File: config.mk
export PLATFORM = sky130hd
export DESIGN_NAME = time_keeper_bcd_flat
export DESIGN_NICKNAME = d
export VERILOG_FILES = /design/src/rtl/time_keeper_bcd_if.sv /design/src/rtl/time_keeper_bcd.sv /design/src/flat_wrapper.sv
export SDC_FILE = /design/constraint.sdc
export NUM_CORES = 1
export LEC_CHECK = 0
export ABC_AREA = 1
export BUFFER_PORTS_ARGS = -buffer_cell sky130_fd_sc_hd__buf_2
export CORE_MARGIN = 2
export CORE_UTILIZATION = 44
export DETAILED_ROUTE_END_ITERATION = 16
export GPL_TIMING_DRIVEN = 0
export PLACE_DENSITY = 0.86
export REMOVE_ABC_BUFFERS = 1
export SYNTH_ARGS = -nofsm -noshare
export SYNTH_HDL_FRONTEND = slang
export SYNTH_SLANG_ARGS = --single-unit
export TNS_END_PERCENT = 20
File: constraint.sdc
create_clock -name clk -period 1.3 [get_ports clk]
set_clock_uncertainty 0.05 [all_clocks]
set_input_delay 0.065 -clock clk [delete_from_list [all_inputs] [get_ports clk]]
set_output_delay 0.065 -clock clk [all_outputs]
set_load 0.005 [all_outputs]
File: src/rtl/time_keeper_bcd_if.sv
// rtl/time_keeper_bcd_if.sv - time-of-day counter control, load and display bundle
interface time_keeper_bcd_if;
  logic       en;
  logic       load;
  logic [3:0] u_sec_in;
  logic [2:0] z_sec_in;
  logic [3:0] u_min_in;
  logic [2:0] z_min_in;
  logic [3:0] u_hour_in;
  logic [1:0] z_hour_in;
  logic       mode_12h;
  logic [3:0] u_sec_out;
  logic [2:0] z_sec_out;
  logic [3:0] u_min_out;
  logic [2:0] z_min_out;
  logic [3:0] u_hour_out;
  logic [1:0] z_hour_out;
  logic       pm;
  logic       tick;
  logic       day_wrap;
  logic       load_err;

  modport master (
    output en, load, u_sec_in, z_sec_in, u_min_in, z_min_in, u_hour_in, z_hour_in, mode_12h,
    input  u_sec_out, z_sec_out, u_min_out, z_min_out, u_hour_out, z_hour_out,
    input  pm, tick, day_wrap, load_err
  );

  modport slave (
    input  en, load, u_sec_in, z_sec_in, u_min_in, z_min_in, u_hour_in, z_hour_in, mode_12h,
    output u_sec_out, z_sec_out, u_min_out, z_min_out, u_hour_out, z_hour_out,
    output pm, tick, day_wrap, load_err
  );
endinterface

File: src/rtl/time_keeper_bcd.sv
// rtl/time_keeper_bcd.sv - prescaled BCD time-of-day counter with load and 12/24h display
module time_keeper_bcd #(
  parameter int TICK_DIV    = 1,
  parameter bit HAS_SECONDS = 1'b0
) (
  input logic              clk,
  input logic              rst,
  time_keeper_bcd_if.slave bus
);
  localparam int PW = (TICK_DIV > 1) ? $clog2(TICK_DIV) : 1;
  localparam logic [PW-1:0] PRE_LAST = PW'(TICK_DIV - 1);

  logic [PW-1:0] preCnt;
  logic [3:0] uSec, uMin, uHour;
  logic [2:0] zSec, zMin;
  logic [1:0] zHour;
  logic       tickQ, dayWrapQ, loadErrQ;

  logic [3:0] nUSec, nUMin, nUHour;
  logic [2:0] nZSec, nZMin;
  logic [1:0] nZHour;
  logic       carryMin, carryHour, crossMidnight;
  logic       stepNow, loadOk, secOk, minOk, hourOk;

  assign stepNow = bus.en && (preCnt == PRE_LAST);

  assign secOk  = !HAS_SECONDS || ((bus.u_sec_in <= 4'd9) && (bus.z_sec_in <= 3'd5));
  assign minOk  = (bus.u_min_in <= 4'd9) && (bus.z_min_in <= 3'd5);
  assign hourOk = (bus.u_hour_in <= 4'd9) &&
                  ((bus.z_hour_in < 2'd2) || ((bus.z_hour_in == 2'd2) && (bus.u_hour_in <= 4'd3)));
  assign loadOk = secOk && minOk && hourOk;

  // Without seconds every step is a minute carry.
  assign carryMin      = !HAS_SECONDS || ((uSec == 4'd9) && (zSec == 3'd5));
  assign carryHour     = carryMin && (uMin == 4'd9) && (zMin == 3'd5);
  assign crossMidnight = carryHour && (zHour == 2'd2) && (uHour == 4'd3);

  always_comb begin
    nUSec  = uSec;
    nZSec  = zSec;
    nUMin  = uMin;
    nZMin  = zMin;
    nUHour = uHour;
    nZHour = zHour;
    if (HAS_SECONDS) begin
      if (uSec == 4'd9) begin
        nUSec = 4'd0;
        nZSec = (zSec == 3'd5) ? 3'd0 : zSec + 3'd1;
      end else begin
        nUSec = uSec + 4'd1;
      end
    end
    if (carryMin) begin
      if (uMin == 4'd9) begin
        nUMin = 4'd0;
        nZMin = (zMin == 3'd5) ? 3'd0 : zMin + 3'd1;
      end else begin
        nUMin = uMin + 4'd1;
      end
    end
    if (carryHour) begin
      if (crossMidnight) begin
        nUHour = 4'd0;
        nZHour = 2'd0;
      end else if (uHour == 4'd9) begin
        nUHour = 4'd0;
        nZHour = zHour + 2'd1;
      end else begin
        nUHour = uHour + 4'd1;
      end
    end
  end

  always_ff @(posedge clk or posedge rst) begin
    if (rst) begin
      preCnt   <= '0;
      uSec     <= 4'd0;
      zSec     <= 3'd0;
      uMin     <= 4'd0;
      zMin     <= 3'd0;
      uHour    <= 4'd0;
      zHour    <= 2'd0;
      tickQ    <= 1'b0;
      dayWrapQ <= 1'b0;
      loadErrQ <= 1'b0;
    end else begin
      tickQ    <= 1'b0;
      dayWrapQ <= 1'b0;
      loadErrQ <= 1'b0;
      if (bus.load && loadOk) begin
        preCnt <= '0;
        uSec   <= HAS_SECONDS ? bus.u_sec_in : 4'd0;
        zSec   <= HAS_SECONDS ? bus.z_sec_in : 3'd0;
        uMin   <= bus.u_min_in;
        zMin   <= bus.z_min_in;
        uHour  <= bus.u_hour_in;
        zHour  <= bus.z_hour_in;
      end else begin
        if (bus.en) begin
          preCnt <= (preCnt == PRE_LAST) ? '0 : preCnt + PW'(1);
        end
        // A rejected load still owns the time registers, so a coincident step is dropped.
        if (bus.load) begin
          loadErrQ <= 1'b1;
        end else if (stepNow) begin
          uSec     <= nUSec;
          zSec     <= nZSec;
          uMin     <= nUMin;
          zMin     <= nZMin;
          uHour    <= nUHour;
          zHour    <= nZHour;
          tickQ    <= 1'b1;
          dayWrapQ <= crossMidnight;
        end
      end
    end
  end

  logic [3:0] dispUHour;
  logic [1:0] dispZHour;
  logic       isPm;

  assign isPm = (zHour == 2'd2) || ((zHour == 2'd1) && (uHour >= 4'd2));

  always_comb begin
    dispUHour = uHour;
    dispZHour = zHour;
    if (bus.mode_12h) begin
      if ((zHour == 2'd0) && (uHour == 4'd0)) begin
        dispUHour = 4'd2;
        dispZHour = 2'd1;
      end else if ((zHour == 2'd1) && (uHour >= 4'd3)) begin
        dispUHour = uHour - 4'd2;
        dispZHour = 2'd0;
      end else if ((zHour == 2'd2) && (uHour <= 4'd1)) begin
        dispUHour = uHour + 4'd8;
        dispZHour = 2'd0;
      end else if (zHour == 2'd2) begin
        dispUHour = uHour - 4'd2;
        dispZHour = 2'd1;
      end
    end
  end

  assign bus.u_sec_out  = HAS_SECONDS ? uSec : 4'd0;
  assign bus.z_sec_out  = HAS_SECONDS ? zSec : 3'd0;
  assign bus.u_min_out  = uMin;
  assign bus.z_min_out  = zMin;
  assign bus.u_hour_out = dispUHour;
  assign bus.z_hour_out = dispZHour;
  assign bus.pm         = isPm;
  assign bus.tick       = tickQ;
  assign bus.day_wrap   = dayWrapQ;
  assign bus.load_err   = loadErrQ;
endmodule

File: src/flat_wrapper.sv
// flat-port wrapper written by rule: the top's interface ports become plain ports
module time_keeper_bcd_flat 
#(
  parameter int TICK_DIV    = 1,
  parameter bit HAS_SECONDS = 1'b0
)
  (clk, rst, bus_en, bus_load, bus_u_sec_in, bus_z_sec_in, bus_u_min_in, bus_z_min_in, bus_u_hour_in, bus_z_hour_in, bus_mode_12h, bus_u_sec_out, bus_z_sec_out, bus_u_min_out, bus_z_min_out, bus_u_hour_out, bus_z_hour_out, bus_pm, bus_tick, bus_day_wrap, bus_load_err);
  time_keeper_bcd_if bus_i ();
  input logic clk;
  input logic rst;
  input wire logic [$bits(bus_i.en)-1:0] bus_en;
  input wire logic [$bits(bus_i.load)-1:0] bus_load;
  input wire logic [$bits(bus_i.u_sec_in)-1:0] bus_u_sec_in;
  input wire logic [$bits(bus_i.z_sec_in)-1:0] bus_z_sec_in;
  input wire logic [$bits(bus_i.u_min_in)-1:0] bus_u_min_in;
  input wire logic [$bits(bus_i.z_min_in)-1:0] bus_z_min_in;
  input wire logic [$bits(bus_i.u_hour_in)-1:0] bus_u_hour_in;
  input wire logic [$bits(bus_i.z_hour_in)-1:0] bus_z_hour_in;
  input wire logic [$bits(bus_i.mode_12h)-1:0] bus_mode_12h;
  output wire logic [$bits(bus_i.u_sec_out)-1:0] bus_u_sec_out;
  output wire logic [$bits(bus_i.z_sec_out)-1:0] bus_z_sec_out;
  output wire logic [$bits(bus_i.u_min_out)-1:0] bus_u_min_out;
  output wire logic [$bits(bus_i.z_min_out)-1:0] bus_z_min_out;
  output wire logic [$bits(bus_i.u_hour_out)-1:0] bus_u_hour_out;
  output wire logic [$bits(bus_i.z_hour_out)-1:0] bus_z_hour_out;
  output wire logic [$bits(bus_i.pm)-1:0] bus_pm;
  output wire logic [$bits(bus_i.tick)-1:0] bus_tick;
  output wire logic [$bits(bus_i.day_wrap)-1:0] bus_day_wrap;
  output wire logic [$bits(bus_i.load_err)-1:0] bus_load_err;
  assign bus_i.en = bus_en;
  assign bus_i.load = bus_load;
  assign bus_i.u_sec_in = bus_u_sec_in;
  assign bus_i.z_sec_in = bus_z_sec_in;
  assign bus_i.u_min_in = bus_u_min_in;
  assign bus_i.z_min_in = bus_z_min_in;
  assign bus_i.u_hour_in = bus_u_hour_in;
  assign bus_i.z_hour_in = bus_z_hour_in;
  assign bus_i.mode_12h = bus_mode_12h;
  assign bus_u_sec_out = bus_i.u_sec_out;
  assign bus_z_sec_out = bus_i.z_sec_out;
  assign bus_u_min_out = bus_i.u_min_out;
  assign bus_z_min_out = bus_i.z_min_out;
  assign bus_u_hour_out = bus_i.u_hour_out;
  assign bus_z_hour_out = bus_i.z_hour_out;
  assign bus_pm = bus_i.pm;
  assign bus_tick = bus_i.tick;
  assign bus_day_wrap = bus_i.day_wrap;
  assign bus_load_err = bus_i.load_err;
  time_keeper_bcd #(.TICK_DIV(TICK_DIV), .HAS_SECONDS(HAS_SECONDS)) u_core (.clk(clk), .rst(rst), .bus(bus_i));
endmodule
### After elaboration in Yosys (flattened, before gate mapping)

Index checks and enable logic that the tools add are counted.

| word-level totals | value |
|---|---|
| register bits | 17 |
| input port bits | 25 |

| cells by class | value |
|---|---|
| reductions and logical operators | 26 |
| equality and inequality tests | 8 |
| muxes and demuxes | 42 |
| bitwise gates (word level) | 1 |
| $lt $le $gt $ge | 8 |
| add/subtract/negate cells | 7 |

Operators by type and width:

| kind | count |
|---|---|
| two-way mux 4 bit | 15 |
| two-way mux 2 bit | 11 |
| two-way mux 3 bit | 5 |
| logical AND 1 bit | 13 |
| two-way mux 1 bit | 11 |
| adder 4 x 1 -> 4 bit, second input constant | 2 |
| equality test 4 bit, second input constant | 2 |
| >= comparator 4 x 2 -> 1 bit, second input constant | 2 |
| <= comparator 4 bit, second input constant | 2 |
| nonzero test 2 bit | 4 |
| AND reduction 3 bit | 2 |
| adder 4 bit, second input constant | 1 |
| equality test 2 bit, second input constant | 2 |
| equality test 4 x 2 -> 1 bit, second input constant | 1 |
| <= comparator 4 x 1 -> 1 bit, second input constant | 1 |
| <= comparator 4 x 2 -> 1 bit, second input constant | 1 |
| logical NOT 4 bit | 1 |
| AND reduction 4 bit | 1 |
| subtractor 4 x 2 -> 4 bit, second input constant | 1 |
| adder 3 x 1 -> 3 bit, second input constant | 1 |
| equality test 3 bit, second input constant | 1 |
| <= comparator 3 bit, second input constant | 1 |
| nonzero test 3 bit | 1 |
| adder 2 x 1 -> 2 bit, second input constant | 1 |
| other kinds (8) | 9 |

### Depth between registers and ports, before layout

Gate-level depths: netlist (run 1).

| depth | value |
|---|---|
| word-level depth | 9 |
| depth in mapped cells | 9 |
| mapped depth without buffers | 9 |

### Worst setup path after synthesis (run 1)

No wires, ideal clock.

| path | value |
|---|---|
| path kind | flip-flop to flip-flop |
| from | register u_core.zHour[0] |
| to | register u_core.zHour[0] |
| required time | 1,133 ps |
| setup slack | -62 ps |
| arrival time | 1,195 ps |
| stages on the path, launching flop included | 10 |
| library setup time | 117 ps |
| path through | dfrtp_1 -> inv_1 -> ha_1 -> nand3_2 -> nor2_4 -> inv_2 -> nand3_2 -> nand2_2 -> nand2_1 -> nand2_1 |

| between the ends | value |
|---|---|
| longest elaborated chain between the ends | 8 |

RTL lines:

| what | RTL line | RTL |
|---|---|---|
| from (decl) | time_keeper_bcd.sv:16 | `logic [1:0] zHour;` |
| from (signal assigned) | time_keeper_bcd.sv:97 | `zHour <= bus.z_hour_in;` |
| from (signal assigned) | time_keeper_bcd.sv:111 | `zHour <= nZHour;` |
| branches (longest 8 deep; another with adder 2 x 1 -> 2 bit) | n/a |  |

Parallel ways; which one is timed is not known. The select of a mux whose other input is x is not followed.
A chain may end at the register's enable or synchronous reset.

### Worst setup path after layout (run 1)

| path | value |
|---|---|
| from | register u_core.zHour[1] |
| to | output port bus_z_hour_out[0] |

| between the ends | value |
|---|---|
| longest elaborated chain between the ends | 6 |

RTL lines:

| what | RTL line | RTL |
|---|---|---|
| equality test 2 bit | time_keeper_bcd.sv:135, time_keeper_bcd.sv:138 |  |
| two-way mux 2 bit / logical AND 1 bit (equally long branches) | time_keeper_bcd.sv:138, time_keeper_bcd.sv:135 |  |
| two-way mux 2 bit | time_keeper_bcd.sv:135 | `end else if ((zHour == 2'd2) && (uHour <= 4'd1)) begin` |
| two-way mux 2 bit | time_keeper_bcd.sv:132 | `end else if ((zHour == 2'd1) && (uHour >= 4'd3)) begin` |
| two-way mux 2 bit * | time_keeper_bcd.sv:129 | `if ((zHour == 2'd0) && (uHour == 4'd0)) begin` |
| two-way mux 2 bit * | time_keeper_bcd.sv:128 | `if (bus.mode_12h) begin` |
| to (decl) | flat_wrapper.sv:25 | `output wire logic [$bits(bus_i.z_hour_out)-1:0] bus_z_hour_out;` |

Every way passes the cells marked *; elsewhere a longest branch is shown, timed or not.

==> qor.yml, run 1 <==
floorplanning:
  coreArea_sq_mm: 0.00300
  initial_core_util: 0.456
  ioPinCount: 49
  die-area_sq_mm: 0.00357
  num_rows: 20
  die_y_microns: 59.8
  fp.dieW_microns: 59.8
cts:
  clock-sinks: 16
  htree_levels: 1
  tritoncts: "built"
  clock_latency_ns: 0.30
  clk_pin_slew_worst_paths_ns: 0.11
  cts_root_buf: "clkbuf_4"
  numCtsBuffers: 3
  clk_path_buf_depth: 2
timing:
  slew_headroom: 0.586
  max_freq_mhz: 569
  hold_viol_final: 0
  setup_viol: 14
  period_share: 1.35
  min_period_ns: 1.76
  tns_ns: -3.22
  layout_setup_ws_ns: -0.458
  rsz0062_at_grt: "yes"
  finalHoldWorstSlack_ns: 0.00467
  slew_violations: 0
  worstMarginPinSlew_ns: 0.620
yosys:
  syn_inst: 191
  syn_avg_cell_area_sq_um: 7.17
  synth-seq-cells: 16
  synthesis.area_sq_mm: 0.00137
  synth_cell_types: 30
  synth_warnings: 0
  yosysSeqAreaShare: 0.293
route:
  avgRoutedWirePerCell_microns: 12.6
  vias_per_cell: 5.15
  ant_nets: 0
  drt_iter0_drc: 58
  post-route-drc-count: 0
  num_vias: 1462
  drt_wl_total_mm: 3.57
  first_pass_iters: 4
place:
  dpl_cell_area_sq_mm: 0.00154
  place.gp.congestion: 0.838
  dp_slack_ns: -0.222
  post-dp-hpwl_mm: 2.18
  portBuffers: 34
power:
  power_density_mw_per_mm2: 1680
  power.leakage_nw: 0.986
  vdd_drop_max_v: 0.000683
outcome:
  status: "finished with violations"
  violations: "setup timing"
critical_path:
  r2r_slack_ns: -0.32
  critical_path_class: "flip-flop to primary output"
  required_ns: 1.19
  crit_fanout: 4
  critPathLaunchType: "flip-flop"
  critPathArrivalTime_ns: 1.64
  r2r_cells: 11
  end_kind: "primary output"
cells_and_area:
  final_area_sq_mm: 0.00192
  diodes: 0
  nets: 283
  drive_above_1_share: 0.426
  syn_to_final_growth_pct: 39.9
global_routing:
  grtUsageTotal: 0.202
  met1_usage: 0.270
  use_met3: 0.0238
  overflow: 0
  grt_pass1_vias: 1260
  grtUsageMet2: 0.329
  top_usage_layer: "met2"
  grt_max_degree: 18
  grt_pass1_wl_mm: 5.52
  antenna_found_initial: 0
run:
  cap_viol_max_count: 0
min_path:
  hold_depth: 3
  hp-class: "primary input to flip-flop"
==> cells in the final DEF, fill, tap and decap left out, drive strengths merged <==
cell         netlist  final
a21o               1      1
a21oi              8      8
a31oi              1      1
buf                8     48
clkbuf             1      4
conb               1      7
dfrtp             16     16
dlygate4sd3        0     11
ha                 6      6
inv               32     32
nand2             51     51
nand3             23     23
nand3b             1      1
nand4              4      4
nor2              19     19
nor3               3      3
o211ai             2      2
o21ai             10     10
o22ai              1      1
xor2               3      3
==> synth_stat cells, drive strengths merged <==
cell | number | share of area
nand2 | 51 | 0.16
inv | 32 | 0.088
nand3 | 23 | 0.11
nor2 | 19 | 0.087
dfrtp | 16 | 0.29
o21ai | 10 | 0.039
a21oi | 8 | 0.029
buf | 8 | 0.047
ha | 6 | 0.055
nand4 | 4 | 0.029
nor3 | 3 | 0.011
xor2 | 3 | 0.019
o211ai | 2 | 0.011
a21o | 1 | 0.0064
a31oi | 1 | 0.0046
clkbuf | 1 | 0.0027
conb | 1 | 0.0027
nand3b | 1 | 0.0055
o22ai | 1 | 0.0046
==> flip-flops by register name, summed over array words and instances, names as in the netlist <==
register	flops
u_core.zHour	2
u_core.uHour	4
u_core.bus.u_min_out	4
u_core.bus.day_wrap	1
u_core.bus.load_err	1
u_core.bus.tick	1
u_core.bus.z_min_out	3
==> worst max-delay path: stages, from the launching register on <==
cell and delay (ns):
dfrtp_1 0.45, inv_2 0.12, ha_4 0.16, nand2_4 0.08
buf_4 0.14, a21oi_1 0.19, o21ai_2 0.08, buf_2 0.13
==> repair_timing <==
item / in CTS / in global routing
hold buffers: 11 / 0
endpoints found under the hold margin: 26 / 0
setup buffers: 11 / 3
resized for setup: 27 / 16
endpoints found under the setup margin: 13 / 15
pin swaps: 14 / 11
==> path summary, 6_finish.rpt <==
check | start | endpoint
hold reg to reg | u_core.bus.u_min_out[3]$_DFFE_PP0P_ | u_core.bus.u_min_out[3]$_DFFE_PP0P_
setup reg to reg | u_core.zHour[0]$_DFFE_PP0P_ | u_core.zHour[0]$_DFFE_PP0P_
hold / removal | bus_load | u_core.bus.load_err$_DFF_PP0_
max in group asynchronous | rst | u_core.bus.u_min_out[2]$_DFFE_PP0P_
min in group asynchronous | rst | u_core.uHour[0]$_DFFE_PP0P_
setup / recovery | u_core.zHour[1]$_DFFE_PP0P_ | bus_z_hour_out[0]
==> kinds of logic (layout without fill, tap and decap cells) <==
logic type | count (synthesis) | after routing | synth area share
AO/OA/AOI/OAI | 23 | 23 | 0.0951
buffers and inverters | 41 | 95 | 0.137
flip-flops | 16 | 16 | 0.293
AND/OR/NAND/NOR | 101 | 101 | 0.399
other | 1 | 7 | 0.00274
XOR/XNOR | 3 | 3 | 0.0192
adder cells (fa/ha/maj) | 6 | 6 | 0.0548
==> cell type report <==
class	count	area, sq um
Timing Repair Buffer	59	397
Tap cell	33	41.3
Sequential cell	16	408
Fill cell	223	1090
Clock buffer	4	36.3
Multi-Input combinational cell	140	908
Inverter	32	125
==> power breakdown <==
group | switching (mW) | total (mW) | leakage [nW] | internal [mW]
sequential | 0.222 | 0.887 | 0.192 | 0.665
combinational | 1.06 | 1.98 | 0.774 | 0.918
clock | 0.178 | 0.349 | 0.0210 | 0.171
==> per-layer routing <==
layer,vias to the layer above,routed length (microns)
met5,-,0
met4,0,83
met3,8,210
met2,68,1760
met1,666,1510
li1,720,-
==> stage by stage <==
step / instances / power [mW] / utilization
global placement: 255 / 2.11 / 0.511
detailed placement: 255 / 2.15 / 0.511
CTS: 281 / 2.92 / 0.611
floorplan: 188 / 1.74 / -
global route: 284 / 3.45 / 0.638
finish: 284 / 3.21 / 0.638
No activity file was read; power rests on OpenSTA's default activity.
==> inputs of run 2 (changes only) <==
--- a/config.mk
+++ b/config.mk
@@ -8,10 +8,10 @@
 export ABC_AREA = 1
 export BUFFER_PORTS_ARGS = -buffer_cell sky130_fd_sc_hd__buf_2
 export CORE_MARGIN = 2
-export CORE_UTILIZATION = 44
+export CORE_UTILIZATION = 45
 export DETAILED_ROUTE_END_ITERATION = 16
 export GPL_TIMING_DRIVEN = 0
-export PLACE_DENSITY = 0.86
+export PLACE_DENSITY = 0.87
 export REMOVE_ABC_BUFFERS = 1
 export SYNTH_ARGS = -nofsm -noshare
 export SYNTH_HDL_FRONTEND = slang
==> run 2 against run 1 <==
Net effect: the flow still finishes with violations (setup timing); hold slack got worse by 0.0044 ns; maximum frequency increased by 2.1%; highest routed layer unchanged; core utilization increased by 2.0 points; global-route usage increased by 2.0 points; flip-flop and latch count unchanged; register-to-register slack improved by 0.02 ns; first-iteration DRC count decreased by 24%; count of clock-buffer cells in the layout unchanged; critical path depth unchanged; final area increased by 2.2%; final cell count increased by 1.8%; routed wire length increased by 9.5%.
==> qor.yml, run 2 (same netlist as run 1, synthesis figures left out) <==
outcome:
  status: "finished with violations"
  violations: "setup timing"
timing:
  worstMarginPinSlew_ns: 0.659  # +0.0384 ns
  setup_viol: 13  # -1
  min_period_ns: 1.72  # -0.0359 ns
  layout_setup_ws_ns: -0.422  # +0.0359 ns
  rsz0062_at_grt: "yes"
  period_share: 1.32  # -0.0276
  hold_viol_final: 0  # unchanged
  finalHoldWorstSlack_ns: 0.000282  # -0.00438 ns
  slew_headroom: 0.560  # -0.0256
  max_freq_mhz: 581  # +2.1%
  slew_violations: 0  # unchanged
route:
  ant_nets: 0  # unchanged
  avgRoutedWirePerCell_microns: 13.5  # +7.6%
  post-route-drc-count: 0  # unchanged
  drt_iter0_drc: 44  # -24%
  num_vias: 1499  # +2.5%
  vias_per_cell: 5.19  # +0.76%
  drt_wl_total_mm: 3.90  # +9.5%
  first_pass_iters: 4  # unchanged
critical_path:
  critPathSlowestCell: "dfrtp_1"
  slowest_delay_ns: 0.45  # about the same
  path_buf_inv: 3  # unchanged
  crit_family: "flip-flops"
  critPathArrivalTime_ns: 1.61  # -0.03 ns
  required_ns: 1.19  # about the same
  critical_path_class: "flip-flop to primary output"
  critPathLaunchType: "flip-flop"
  crit_path_cell_trace: "inv_2, ha_4, inv_2, a21oi_4, o21ai_2, a21oi_1, buf_2"
  path_common_cell: "inv_2"
  end_kind: "primary output"
  crit_fanout: 3  # -1
power:
  power_density_mw_per_mm2: 1690  # +0.96%
  power.leakage_nw: 1.01  # +2.9%
  finalPower_mw: 3.32  # +3.2%
  vdd_drop_max_v: 0.000797  # +17%
cells_and_area:
  nets: 288  # +1.8%
  drive_above_1_share: 0.453  # +0.0268
  syn_to_final_growth_pct: 43.1
  final_common_cell: "nand2_1"
  final_cells: 289  # +1.8%
  final_cell_mix: "39 x nand2_1, 34 x buf_2, 18 x inv_1"
  diodes: 0  # unchanged
place:
  portBuffers: 34  # unchanged
  dp_cells: 255  # unchanged
  dp_slack_ns: -0.226  # -0.00349 ns
  post-dp-hpwl_mm: 2.33  # +7.2%
  place.gp.congestion: 0.858  # +2.5%
cts:
  tritoncts: "built"
  numCtsBuffers: 3  # unchanged
  clock_latency_ns: 0.30  # about the same
  cts_root_buf: "clkbuf_4"
  clk_pin_slew_worst_paths_ns: 0.10  # about the same
  clk_path_buf_depth: 2  # unchanged
  clock-sinks: 16  # unchanged
  htree_levels: 1  # unchanged
global_routing:
  overflow: 0  # unchanged
  grt_pass1_wl_mm: 5.98  # +8.2%
  grt_max_degree: 18  # unchanged
  antenna_found_initial: 0  # unchanged
  grt_pass1_vias: 1395  # +11%
  grtUsageTotal: 0.222  # +0.0204
floorplanning:
  die_y_microns: 59.2  # -1.0%
  ioPinCount: 49  # unchanged
  initial_core_util: 0.460  # +0.00383
  die-area_sq_mm: 0.00350  # -2.1%
  coreArea_sq_mm: 0.00298  # -0.83%
  num_rows: 20  # unchanged
  fp.dieW_microns: 59.2  # -1.0%
min_path:
  hp-class: "primary input to flip-flop"
run:
  cap_viol_max_count: 0  # unchanged
## run 2: cell count changes in the layout (fill, tap and decap cells not counted), moves of 2 or more
| cell | before | now |
|---|---|---|
| nor3_2 | 3 | 1 |
| nand2_1 | 41 | 39 |
| buf_4 | 11 | 17 |
| inv_4 | 2 | 0 |
| nand3_2 | 2 | 4 |
| inv_2 | 12 | 14 |
| nor2_1 | 11 | 9 |
| nor3_1 | 0 | 2 |
## run 2: area by class of cell
type	instances	area, sq um
Clock buffer	4	36.3
Fill cell	226	1020
Inverter	32	120
Multi-Input combinational cell	140	922
Sequential cell	16	408
Tap cell	33	41.3
Timing Repair Buffer	64	430
## run 2: final timing paths
path,start,end,slack (ns),cells past startpoint
worst max-delay path,u_core.zHour[0]$_DFFE_PP0P_,bus_u_hour_out[3],-0.42,7
worst min-delay path,bus_z_min_in[1],u_core.bus.z_min_out[1]$_DFFE_PP0P_,0.0003,3
worst max register to register,u_core.zHour[0]$_DFFE_PP0P_,u_core.zHour[0]$_DFFE_PP0P_,-0.30,10
worst min register to register,u_core.bus.u_min_out[0]$_DFFE_PP0P_,u_core.bus.u_min_out[0]$_DFFE_PP0P_,0.54,2
max in group asynchronous,rst,u_core.bus.u_min_out[1]$_DFFE_PP0P_,0.40,3
min in group asynchronous,rst,u_core.uHour[0]$_DFFE_PP0P_,0.34,3
## run 2: power breakdown
part           internal, mW  switching [mW]  leakage (nW)  total [mW]
Sequential            0.663           0.227         0.192       0.890
Combinational         0.985            1.09         0.802        2.08
Clock                 0.171           0.178        0.0210       0.349
Total                  1.82            1.50          1.01        3.32
## run 2: timing repair
item                                    4_1_cts  5_1_grt
hold endpoints to repair                     26        0
gates resized for setup                      26       18
pin swaps                                    10        5
endpoints found under the setup margin       13       15
setup buffers                                12        7
hold buffers                                 11        0
## run 2: worst min-delay path: cells and delay by family
kind	cells	cell delay, ns
buffers and inverters	1	0.11
AND/OR/NAND/NOR	1	0.09
AO/OA/AOI/OAI	1	0.05
## run 2: per-layer routing
| metal | GRT usage | share of wire | vias up |
|---|---|---|---|
| met5 | 0 | 0 | - |
| met2 | 0.379 | 0.50 | 66 |
| met1 | 0.279 | 0.43 | 705 |
| met3 | 0.0175 | 0.057 | 7 |
| li1 | - | - | 721 |
| met4 | 0.117 | 0.017 | 0 |
## run 2: stage by stage
stage	instance area, sq um	setup TNS (ns)	utilization
2_1_floorplan	1320	-0.149	-
3_3_place_gp	1540	-1.20	0.516
3_5_place_dp	1540	-1.70	0.516
4_1_cts	1840	-2.38	0.617
5_1_grt	1960	-4.33	0.658
6_report	1960	-3.39	0.658
